$ cat config.mk
export PLATFORM = sky130hd
export DESIGN_NAME = step_clock_ctrl
export DESIGN_NICKNAME = d
export VERILOG_FILES = /design/src/rtl/step_clock_ctrl_pkg.sv /design/src/rtl/step_clock_ctrl_key_debounce.sv /design/src/rtl/step_clock_ctrl.sv
export SDC_FILE = /design/constraint.sdc
export NUM_CORES = 1
export LEC_CHECK = 0
export ABC_AREA = 1
export CAP_MARGIN = 20
export CORE_UTILIZATION = 48
export DETAILED_ROUTE_END_ITERATION = 6
export GPL_TIMING_DRIVEN = 0
export PLACE_DENSITY = 0.66
export SYNTH_ARGS = -nofsm -noshare
export SYNTH_HDL_FRONTEND = slang
export SYNTH_HIERARCHICAL = 1
export SYNTH_SLANG_ARGS = --single-unit
$ cat constraint.sdc
create_clock -name clock -period 1.93 [get_ports clock]
set_input_delay 0.386 -clock clock [delete_from_list [all_inputs] [get_ports clock]]
set_output_delay 0.386 -clock clock [all_outputs]
set_load 0.02 [all_outputs]
$ cat src/rtl/step_clock_ctrl_pkg.sv
// Shared definitions for the processor step/run clock controller.
package step_clock_ctrl_pkg;

    localparam logic [1:0] IDLE  = 2'd0;
    localparam logic [1:0] PULSE = 2'd1;
    localparam logic [1:0] RUN   = 2'd2;
    localparam logic [1:0] HALT  = 2'd3;

    localparam logic [15:0] EDGE_MAX = 16'hFFFF;

    // Width of a counter that must reach n-1; never narrower than one bit.
    function automatic int cnt_w(input int n);
        return (n > 1) ? $clog2(n) : 1;
    endfunction

endpackage

$ cat src/rtl/step_clock_ctrl_key_debounce.sv
// Two-flop synchroniser plus debouncer: the output follows the input only after the
// synchronised input has disagreed with it for CYCLES consecutive clocks.
module key_debounce
    import step_clock_ctrl_pkg::*;
#(
    parameter int CYCLES = 500000
) (
    input  logic clock,
    input  logic reset,
    input  logic din_i,
    output logic dout_o
);
    localparam int            CW = cnt_w(CYCLES);
    localparam logic [CW-1:0] TC = CW'(CYCLES - 1);

    logic          sync1_q;
    logic          sync2_q;
    logic          dout_q;
    logic          dout_d;
    logic [CW-1:0] cnt_q;
    logic [CW-1:0] cnt_d;

    always_ff @(posedge clock or posedge reset) begin
        if (reset) begin
            sync1_q <= 1'b0;
            sync2_q <= 1'b0;
        end else begin
            sync1_q <= din_i;
            sync2_q <= sync1_q;
        end
    end

    // Any sample that agrees with the current output restarts the count.
    always_comb begin
        cnt_d  = '0;
        dout_d = dout_q;
        if (sync2_q != dout_q) begin
            if (cnt_q == TC) begin
                dout_d = sync2_q;
            end else begin
                cnt_d = cnt_q + 1'b1;
            end
        end
    end

    always_ff @(posedge clock or posedge reset) begin
        if (reset) begin
            cnt_q  <= '0;
            dout_q <= 1'b0;
        end else begin
            cnt_q  <= cnt_d;
            dout_q <= dout_d;
        end
    end

    assign dout_o = dout_q;

endmodule

$ cat src/rtl/step_clock_ctrl.sv
// Processor clock generator: debounced single-step pulses or a divided free-running
// clock, frozen permanently once the datapath requests a halt.
module step_clock_ctrl
    import step_clock_ctrl_pkg::*;
#(
    parameter int DEBOUNCE_CYCLES = 500000,
    parameter int HIGH_CYCLES     = 4,
    parameter int RUN_HALF        = 25000000
) (
    input  logic        clock,
    input  logic        reset,
    input  logic        key_step_n_i,
    input  logic        sw_run_i,
    input  logic        stop_i,
    output logic        proc_clk_o,
    output logic        running_o,
    output logic        halted_o,
    output logic [15:0] edge_count_o
);
    localparam int            PW      = cnt_w((HIGH_CYCLES > RUN_HALF) ? HIGH_CYCLES : RUN_HALF);
    localparam logic [PW-1:0] HIGH_TC = PW'(HIGH_CYCLES - 1);
    localparam logic [PW-1:0] RUN_TC  = PW'(RUN_HALF - 1);

    logic          step_db;
    logic          run_db;
    logic          step_db_q;
    logic          step_evt;
    logic          stop_s1_q;
    logic          stop_s_q;

    logic [1:0]    state_q;
    logic [1:0]    state_d;
    logic [PW-1:0] phase_q;
    logic [PW-1:0] phase_d;
    logic          proc_clk_q;
    logic          proc_clk_d;
    logic [15:0]   edge_cnt_q;
    logic [15:0]   edge_cnt_d;
    logic          running_q;
    logic          halted_q;

    // Key is inverted up front so both debouncers treat 1 as pressed / active.
    key_debounce #(.CYCLES(DEBOUNCE_CYCLES)) u_step_db (
        .clock  (clock),
        .reset  (reset),
        .din_i  (~key_step_n_i),
        .dout_o (step_db)
    );

    key_debounce #(.CYCLES(DEBOUNCE_CYCLES)) u_run_db (
        .clock  (clock),
        .reset  (reset),
        .din_i  (sw_run_i),
        .dout_o (run_db)
    );

    always_ff @(posedge clock or posedge reset) begin
        if (reset) begin
            stop_s1_q <= 1'b0;
            stop_s_q  <= 1'b0;
            step_db_q <= 1'b0;
        end else begin
            stop_s1_q <= stop_i;
            stop_s_q  <= stop_s1_q;
            step_db_q <= step_db;
        end
    end

    assign step_evt = step_db & ~step_db_q;

    always_comb begin
        state_d    = state_q;
        phase_d    = phase_q;
        proc_clk_d = proc_clk_q;
        case (state_q)
            IDLE: begin
                proc_clk_d = 1'b0;
                phase_d    = '0;
                if (stop_s_q) begin
                    state_d = HALT;
                end else if (run_db) begin
                    state_d = RUN;
                end else if (step_evt) begin
                    state_d    = PULSE;
                    proc_clk_d = 1'b1;
                end
            end
            PULSE: begin
                if (phase_q == HIGH_TC) begin
                    phase_d    = '0;
                    proc_clk_d = 1'b0;
                    state_d    = IDLE;
                end else begin
                    phase_d = phase_q + 1'b1;
                end
            end
            RUN: begin
                // Exits are only taken as a high phase ends, so no pulse is ever clipped.
                if (phase_q == RUN_TC) begin
                    phase_d    = '0;
                    proc_clk_d = ~proc_clk_q;
                    if (proc_clk_q) begin
                        if (stop_s_q) begin
                            state_d = HALT;
                        end else if (!run_db) begin
                            state_d = IDLE;
                        end
                    end
                end else begin
                    phase_d = phase_q + 1'b1;
                end
            end
            default: begin
                proc_clk_d = 1'b0;
                phase_d    = '0;
            end
        endcase
    end

    always_comb begin
        edge_cnt_d = edge_cnt_q;
        if (proc_clk_d && !proc_clk_q && (edge_cnt_q != EDGE_MAX)) begin
            edge_cnt_d = edge_cnt_q + 16'd1;
        end
    end

    always_ff @(posedge clock or posedge reset) begin
        if (reset) begin
            state_q    <= IDLE;
            phase_q    <= '0;
            proc_clk_q <= 1'b0;
            edge_cnt_q <= '0;
            running_q  <= 1'b0;
            halted_q   <= 1'b0;
        end else begin
            state_q    <= state_d;
            phase_q    <= phase_d;
            proc_clk_q <= proc_clk_d;
            edge_cnt_q <= edge_cnt_d;
            running_q  <= (state_d == RUN);
            halted_q   <= (state_d == HALT);
        end
    end

    assign proc_clk_o   = proc_clk_q;
    assign running_o    = running_q;
    assign halted_o     = halted_q;
    assign edge_count_o = edge_cnt_q;

endmodule

==> results of run 1 <==
## state kept, by name, summed over array words and instances (netlist names)
register,count
u_run_db/dout_o,1
u_step_db/sync1_q,1
phase_q,25
stop_s1_q,1
running_o,1
step_db_q,1
u_step_db/cnt_q,19
proc_clk_o,1
u_run_db/sync1_q,1
u_run_db/cnt_q,19
u_step_db/sync2_q,1
stop_s_q,1
state_q,2
edge_count_o,16
u_step_db/dout_o,1
u_run_db/sync2_q,1
halted_o,1
## worst reg2reg max path: cells and delay by family (launching register included)
kind,cells,cell delay (ns)
adders and majority gates,1,0.18
DFF,1,0.41
buffers and inverters,2,0.29
and+or+nand+nor,9,0.93
## per-layer routing
metal | global-route usage | wire length [um]
met4 | 0.100 | 234
met1 | 0.270 | 5280
met2 | 0.360 | 5760
met3 | 0.0371 | 478
met5 | 0 | 0
## what timing repair did
action,CTS,global route
buffers inserted,0,9
pin swaps,0,7
cloned,0,3
endpoints found under the setup margin,13,39
gates resized for setup,2,25
## metrics by stage
step	util	hold slack, ns	TNS [ns]
floorplan	-	0.331	0
global placement	0.536	0.334	-34.82
detailed placement	0.538	0.335	-0.0982
CTS	0.568	0.349	0
global route	0.586	0.368	-1.16
finish	0.586	0.347	0
## area by class of cell
type	count	area [um^2]	share of cell area
clock buffer	12	256	0.0399
timing repair buffer	36	362	0.0562
sequential	93	2330	0.362
tap	140	175	0.0272
clock inverter	3	68.8	0.0107
multi-input combinational	522	2830	0.440
buffer	10	100	0.0156
inverter	82	308	0.0479
## path summary, 6_finish.rpt
path,startpoint,end,slack [ns],depth (start not counted)
max in group asynchronous,reset,u_run_db/cnt_q[4],0.83,2
max,phase_q[0],edge_count_o[0],0.03,12
min reg2reg,u_run_db/sync1_q,u_run_db/sync2_q,0.35,0
min in group asynchronous,reset,state_q[1],0.45,2
min,u_run_db/sync1_q,u_run_db/sync2_q,0.35,0
max reg2reg,phase_q[0],edge_count_o[0],0.03,12
## Yosys cell counts (all sizes together) (3+ instances only)
library cell / instances
ha: 8
nand4: 27
nand3: 51
nor3: 17
dfrtp: 93
xnor2: 13
xor2: 26
o21bai: 3
nand2: 170
a21oi: 18
nor2: 164
buf: 11
inv: 82
o21ai: 7
nor3b: 9
nor4: 3
## power breakdown
part	total, mW	switching (mW)	internal (mW)
clock	1.95	0.750	1.20
sequential	2.08	0.0583	2.02
combinational	0.826	0.534	0.292
total	4.86	1.34	3.51
## kinds of logic after synthesis
family                     share of synthesized area
DFF                                            0.425
AOI/OAI and AO/OA                             0.0352
xor gates and xnor gates                      0.0651
buffers and inverters                         0.0735
and+or+nand+nor                                0.383
adders and majority gates                     0.0183
==> impl_metrics.yaml, run 1 <==
timing:
  rsz0062_at_grt: "true"
  final-setup-viol-count: 0
  finalWorstSetupSlack_ns: 0.0308
  worstMarginPinSlew_ns: 0.821
  period_needed_ns: 1.90
  hold_violations: 0
  finClkSkew_ns: 0.00958
  max_freq_mhz: 527
  period_share: 0.984
  slew_headroom: 0.452
  slew_violations: 0
synth:
  synth_cell_types: 33
  yosys-top-cells-area: "dfrtp_1 (42%), nand2_1 (10%), nor2_1 (9.3%)"
  yosysTopAreaCell: "dfrtp_1"
  syn-num-nets: 721
  ys_warn_count: 6
  synthesis.area_um2: 5480
  synth_top_area_frac: 0.425
  synth_cells: 708
  async_flop_share: 1.00
  synth_area_per_cell_um2: 7.74
  ys_ff_latch: 93
  synthFlopType: "dfrtp_1"
  synth-edff-count: 0
  yosysSeqAreaShare: 0.425
placement:
  port_buffers: 23
  gp_congestion: 0.903
  dp_hpwl_um: 8200
  place_area_um2: 5910
  placedCellCount: 872
  dp_slack_ns: -0.0152
floorplanning:
  start_util: 0.499
  die_w_um: 109
  io_pins: 24
  dieArea_um2: 11800
  rows: 38
  dieHeight_um: 109
  core_um2: 11000
detailed_routing:
  vias_per_cell: 5.16
  drcViolationCount: 0
  routed-via-count: 4634
  antenna_left: 0
  wl_per_cell_um: 13.1
  dr.pass1.iters: 5
  totalWireLength_um: 11800
  first_iter_violations: 245
setup_path:
  worst-path-buf-inv: 2
  start_kind: "flip-flop"
  crit_chain: "ha_4, nand2_4, nor2_4, nand3_2, nor2_4, nand3_2, nand3_4, nand2_4, buf_6, clkbuf_16, nand4_1, nand2_1"
  critPathTopFamily: "simple AND/OR/NAND/NOR gates"
  worstSetupEndpointType: "flip-flop"
  cp.arrival_ns: 2.14
  critPathMaxStageDelay_ns: 0.41
  required_ns: 2.17
  cp_slowest_cell: "dfrtp_1"
  path_class: "flip-flop to flip-flop"
  crit_fanout: 6
finish:
  antennaDiodeCount: 0
  fin_nets: 767
  final_cells: 898
  layout-drive-gt1-share: 0.161
  layout_commonest_cell: "nand2_1"
  design_area_um2: 6430
  fill_cells: 991
  final_cell_mix: "nand2_1 (145), nor2_1 (134), dfrtp_1 (92)"
  area_growth_pct: 17.4
cts:
  cts-hold-fix-buffers: 0
  cts_tree: "yes"
  cts-root-buf: "clkbuf_16"
  h-tree-depth: 3
  clkLatencyLatePin_ns: 0.35
  clock-sinks: 93
  cts_buffers: 9
  clk_pin_slew_ns: 0.06
  clk_path_buf_depth: 2
min_path:
  hold_path.class: "flip-flop to flip-flop"
global_route:
  grt_max_degree: 30
  grt_pass1_wl_um: 20100
  grt_pass1_vias: 4485
  antenna_found_initial: 0
  overflow: 0
  grt_usage: 0.215
power:
  power.total_mw: 4.86
  p_per_area_nw_per_um2: 755
  peakVddDrop_mv: 0.657
  cellLeakagePower_nw: 2.78
job:
  max_cap_viol_count: 0
outcome:
  outcome: "complete, no violations"
(Power assumes the default switching activity.)
==> run 2: changes to the inputs <==
--- a/config.mk
+++ b/config.mk
@@ -7,10 +7,10 @@
 export LEC_CHECK = 0
 export ABC_AREA = 1
 export CAP_MARGIN = 20
-export CORE_UTILIZATION = 48
+export CORE_UTILIZATION = 25
 export DETAILED_ROUTE_END_ITERATION = 6
+export DONT_BUFFER_PORTS = 1
 export GPL_TIMING_DRIVEN = 0
-export PLACE_DENSITY = 0.66
 export SYNTH_ARGS = -nofsm -noshare
 export SYNTH_HDL_FRONTEND = slang
 export SYNTH_HIERARCHICAL = 1
==> constraint.sdc (replaced) <==
create_clock -name clock -period 1.93 [get_ports clock]
set_input_delay 0.386 -clock clock [delete_from_list [all_inputs] [get_ports clock]]
set_output_delay 0.386 -clock clock [all_outputs]
set_load 0.01 [all_outputs]
==> run 2 against run 1 <==
Sequential share of layout area increased by 0.48 points; register-to-register slack improved by 0.02 ns; combinational power decreased by 4.8%; critical path type unchanged; critical endpoint is now edge_count_o[1].
==> impl_metrics.yaml, run 2 (synthesis results as in run 1) <==
finish:
  largest_reg_flops: 25
  fin_util: 0.298
  reg_top3: "phase_q: 25 flops, u_run_db/cnt_q: 19 flops, u_step_db/cnt_q: 19 flops"
  final_cell_mix: "nand2_1 (145), nor2_1 (132), dfrtp_1 (91)"
  fill_cells: 2254
  layout_commonest_cell: "nand2_1"
  layout-drive-gt1-share: 0.168
  top_register: "phase_q"
  fin_nets: 741
  area_growth_pct: 15.9
cts:
  h-tree-depth: 3
  cts_tree: "yes"
  cts-root-buf: "clkbuf_16"
  clk_pin_slew_ns: 0.07
  clk_path_buf_depth: 2
  clkLatencyLatePin_ns: 0.34
  clock-sinks: 93
  cts_buffers: 9
detailed_routing:
  vias_per_cell: 4.40
  drcViolationCount: 0
  first_iter_violations: 277
  totalWireLength_um: 11800
  wl_per_cell_um: 11.7
  dr.pass1.iters: 4
  routed-via-count: 4444
  antenna_left: 0
timing:
  max_freq_mhz: 533
  worstMarginPinSlew_ns: 0.871
  period_needed_ns: 1.88
  rsz0062_at_grt: "true"
  hold_violations: 0
  final-setup-viol-count: 0
  finClkSkew_ns: 0.00651
  slew_headroom: 0.419
  hold_slack_ns: 0.0663
  period_share: 0.972
  slew_violations: 0
floorplanning:
  start_util: 0.257
  rows: 53
  dieArea_um2: 22500
  core_um2: 21300
  dieHeight_um: 150
  die_w_um: 150
  io_pins: 24
power:
  cellLeakagePower_nw: 2.65
  p_per_area_nw_per_um2: 738
  peakVddDrop_mv: 0.411
placement:
  dp_hpwl_um: 8390
  gp_congestion: 0.809
  port_buffers: 0
setup_path:
  start_kind: "flip-flop"
  required_ns: 2.21
  crit_chain: "ha_4, nand2_4, nor2_4, nand3_2, nor2_4, nand2_2, nand2_2, nand3_2, nand2_4, buf_8, clkbuf_16, nand4_1, nand2_1"
  worstSetupEndpointType: "flip-flop"
  path_class: "flip-flop to flip-flop"
  critPathMaxStageDelay_ns: 0.40
  cp.arrival_ns: 2.15
  crit_fanout: 6
  critPathTopFamily: "simple AND/OR/NAND/NOR gates"
  cp_slowest_cell: "dfrtp_1"
  worst-path-buf-inv: 2
global_route:
  grt_max_degree: 32
  grt_usage: 0.108
  antenna_found_initial: 1
  grt_pass1_vias: 4143
  grt_pass1_wl_um: 19500
  overflow: 0
job:
  max_cap_viol_count: 0
outcome:
  outcome: "complete, no violations"
min_path:
  hold_path.class: "input pin to flip-flop"
==> run 2: final timing paths <==
path	end	start	slack (ns)	cells past startpoint
min	u_run_db/sync1_q	sw_run_i	0.07	0
min in group asynchronous	u_step_db/cnt_q[17]	reset	0.10	1
max in group asynchronous	edge_count_o[0]	reset	0.88	3
max	edge_count_o[1]	phase_q[0]	0.05	13
min reg2reg	u_step_db/sync2_q	u_step_db/sync1_q	0.36	0
max reg2reg	edge_count_o[1]	phase_q[0]	0.05	13
==> run 2: area by class of cell <==
| class | instances | area [um^2] | area share |
|---|---|---|---|
| diodes | 1 | 2.50 | 0.000394 |
| repair buffers | 10 | 105 | 0.0165 |
| clock inverters | 5 | 58.8 | 0.00926 |
| clock buffers | 11 | 243 | 0.0382 |
| multi-input cells | 522 | 2860 | 0.450 |
| flip-flops and latches | 93 | 2330 | 0.367 |
| well taps | 275 | 344 | 0.0542 |
| inverters | 82 | 308 | 0.0485 |
| plain buffers | 10 | 104 | 0.0164 |
==> run 2: stage by stage <==
step	cell area [um^2]	worst slack (ns)	power, mW	setup TNS (ns)	std cells
after floorplan	5480	0.212	2.66	0	708
after global placement	5820	-0.230	2.85	-12.06	983
after detailed placement	5840	-0.115	2.87	-1.58	984
after CTS	6180	0.00798	4.72	0	1002
after global routing	6350	-0.0902	4.92	-1.17	1008
final	6350	0.0533	4.69	0	1009
==> run 2: per-layer routing <==
metal / part of all wire / vias to the layer above / track usage
met5: 0 / - / 0
met4: 0.0086 / 0 / 0.0242
met3: 0.043 / 11 / 0.0287
met2: 0.46 / 67 / 0.177
met1: 0.49 / 2080 / 0.140
li1: - / 2286 / -
==> run 2: power breakdown <==
| group | total [mW] | internal (mW) | switching, mW |
|---|---|---|---|
| registers | 2.08 | 2.02 | 0.0662 |
| logic | 0.786 | 0.281 | 0.505 |
| clock network | 1.82 | 1.04 | 0.774 |
| total | 4.69 | 3.34 | 1.34 |
==> run 2: what timing repair did <==
action | in CTS | in global routing
cloned | 0 | 2
hold buffers | 1 | 0
pin swaps | 1 | 16
endpoints found under the hold margin | 18 | 0
resized for setup | 5 | 26
buffers inserted | 1 | 5
endpoints found under the setup margin | 22 | 37
==> run 3: changes to the inputs <==
--- a/config.mk
+++ b/config.mk
@@ -11,6 +11,8 @@
 export DETAILED_ROUTE_END_ITERATION = 6
 export DONT_BUFFER_PORTS = 1
 export GPL_TIMING_DRIVEN = 0
+export HOLD_SLACK_MARGIN = 0.1
+export RECOVER_POWER = 50
 export SYNTH_ARGS = -nofsm -noshare
 export SYNTH_HDL_FRONTEND = slang
 export SYNTH_HIERARCHICAL = 1
==> run 3 against run 2 <==
Via count grew 0.47%; die area unchanged; count of clock-buffer cells in the layout unchanged; critical path depth did not move; flip-flop and latch count is the same; highest routed layer unchanged.
==> impl_metrics.yaml, run 3 (synthesis results as in run 1) <==
outcome:
  outcome: "complete, no violations"
placement:
  placedCellCount: 984
  port_buffers: 0
  place_area_um2: 5840
  gp_congestion: 0.809
  dp_hpwl_um: 8390
finish:
  layout_commonest_cell: "nand2_1"
  reg_top3: "phase_q: 25 flops, u_run_db/cnt_q: 19 flops, u_step_db/cnt_q: 19 flops"
  top_register: "phase_q"
  area_growth_pct: 16.2
  final_cells: 1011
  largest_reg_flops: 25
  final_cell_mix: "nand2_1 (145), nor2_1 (132), dfrtp_1 (91)"
  antennaDiodeCount: 0
  fin_nets: 744
  design_area_um2: 6370
  layout-drive-gt1-share: 0.166
timing:
  slew_violations: 0
  finClkSkew_ns: 0.00689
  slew_headroom: 0.419
  period_share: 0.973
  max_freq_mhz: 533
  final-setup-viol-count: 0
  period_needed_ns: 1.88
  worstMarginPinSlew_ns: 0.870
  hold_violations: 0
  tns_ns: 0
  rsz0062_at_grt: "true"
power:
  p_per_area_nw_per_um2: 737
  cellLeakagePower_nw: 2.66
  power.total_mw: 4.69
  peakVddDrop_mv: 0.409
floorplanning:
  dieHeight_um: 150
  rows: 53
  io_pins: 24
  dieArea_um2: 22500
  core_um2: 21300
  start_util: 0.257
  die_w_um: 150
min_path:
  hold_path.class: "input pin to asynchronous set/reset pin"
cts:
  clock-sinks: 93
  clk_pin_slew_ns: 0.07
  clk_path_buf_depth: 2
  h-tree-depth: 3
  cts_buffers: 9
  clkLatencyLatePin_ns: 0.34
  cts_tree: "yes"
  cts-root-buf: "clkbuf_16"
global_route:
  grt-busiest-layer: "met2"
  grt_usage: 0.108
  met3_usage: 0.0268
  antenna_found_initial: 0
  grt_util_met2: 0.179
  grt_max_degree: 32
  grt_pass1_wl_um: 19500
  met1_usage: 0.140
  grt_pass1_vias: 4178
  overflow: 0
detailed_routing:
  drcViolationCount: 0
  dr.pass1.iters: 4
  antenna_left: 0
  wl_per_cell_um: 11.7
  totalWireLength_um: 11800
  routed-via-count: 4465
  vias_per_cell: 4.42
  first_iter_violations: 287
setup_path:
  worstSetupEndpointType: "flip-flop"
  reg2reg_to: "edge_count_o[1]"
  required_ns: 2.21
  r2r-start: "phase_q[0]"
  crit_fanout: 6
  start_kind: "flip-flop"
  path_class: "flip-flop to flip-flop"
  rrSetupSlack_ns: 0.05
  reg2reg_depth: 13
  cp.arrival_ns: 2.16
job:
  max_cap_viol_count: 0
==> run 3: power by group <==
| group | switching (mW) | internal, mW | total [mW] |
|---|---|---|---|
| combinational | 0.507 | 0.282 | 0.788 |
| sequential | 0.0668 | 2.02 | 2.09 |
| clock | 0.775 | 1.04 | 1.82 |
==> run 3: worst max-delay path: stages, from the launching register on <==
cell	delay (ns)
dfrtp_1	0.40
ha_4	0.18
nand2_4	0.06
nor2_4	0.18
nand3_2	0.11
nor2_4	0.14
nand2_2	0.07
nand2_2	0.06
nand3_2	0.10
nand2_4	0.11
buf_8	0.13
clkbuf_16	0.14
nand4_1	0.07
nand2_1	0.06
==> run 3: through the flow <==
step / worst slack (ns) / hold slack, ns / utilization
6_report: 0.0529 / 0.0972 / 0.299
5_1_grt: -0.0900 / 0.171 / 0.299
4_1_cts: 0.00798 / 0.131 / 0.292
3_5_place_dp: -0.115 / 0.295 / 0.275
3_3_place_gp: -0.230 / 0.334 / 0.274
2_1_floorplan: 0.212 / 0.331 / -
==> run 3: final cells by class <==
class	instances	area [um^2]
fillers	2252	14900
multi-input cells	522	2860
flip-flops and latches	93	2330
well taps	275	344
inverters	82	308
clock buffers	11	243
repair buffers	13	123
plain buffers	10	104
clock inverters	5	58.8
==> run 3: how the worst max path moves through the flow <==
| stage | startpoint | endpoint | cells past startpoint |
|---|---|---|---|
| finish | phase_q[0] | edge_count_o[1] | 13 |
| CTS | phase_q[0] | phase_q[22] | 12 |
| global route | phase_q[0] | edge_count_o[8] | 13 |
| global placement | reset | edge_count_o[8] | 1 |
| floorplan | edge_count_o[0] | edge_count_o[9] | 11 |
| detailed placement | edge_count_o[0] | edge_count_o[9] | 12 |
==> run 3: repair_timing <==
item / 4_1_cts / 5_1_grt
pin swaps: 1 / 16
resized for setup: 5 / 26
buffers inserted: 1 / 5
setup endpoints to repair: 22 / 37
hold buffers: 4 / 0
gates cloned: 0 / 2
hold endpoints to repair: 21 / 0
==> run 3: metal layers <==
metal	vias to the layer above	routed length (um)
met4	0	102
met5	-	0
met1	2086	5730
met3	11	475
met2	76	5500
li1	2292	-
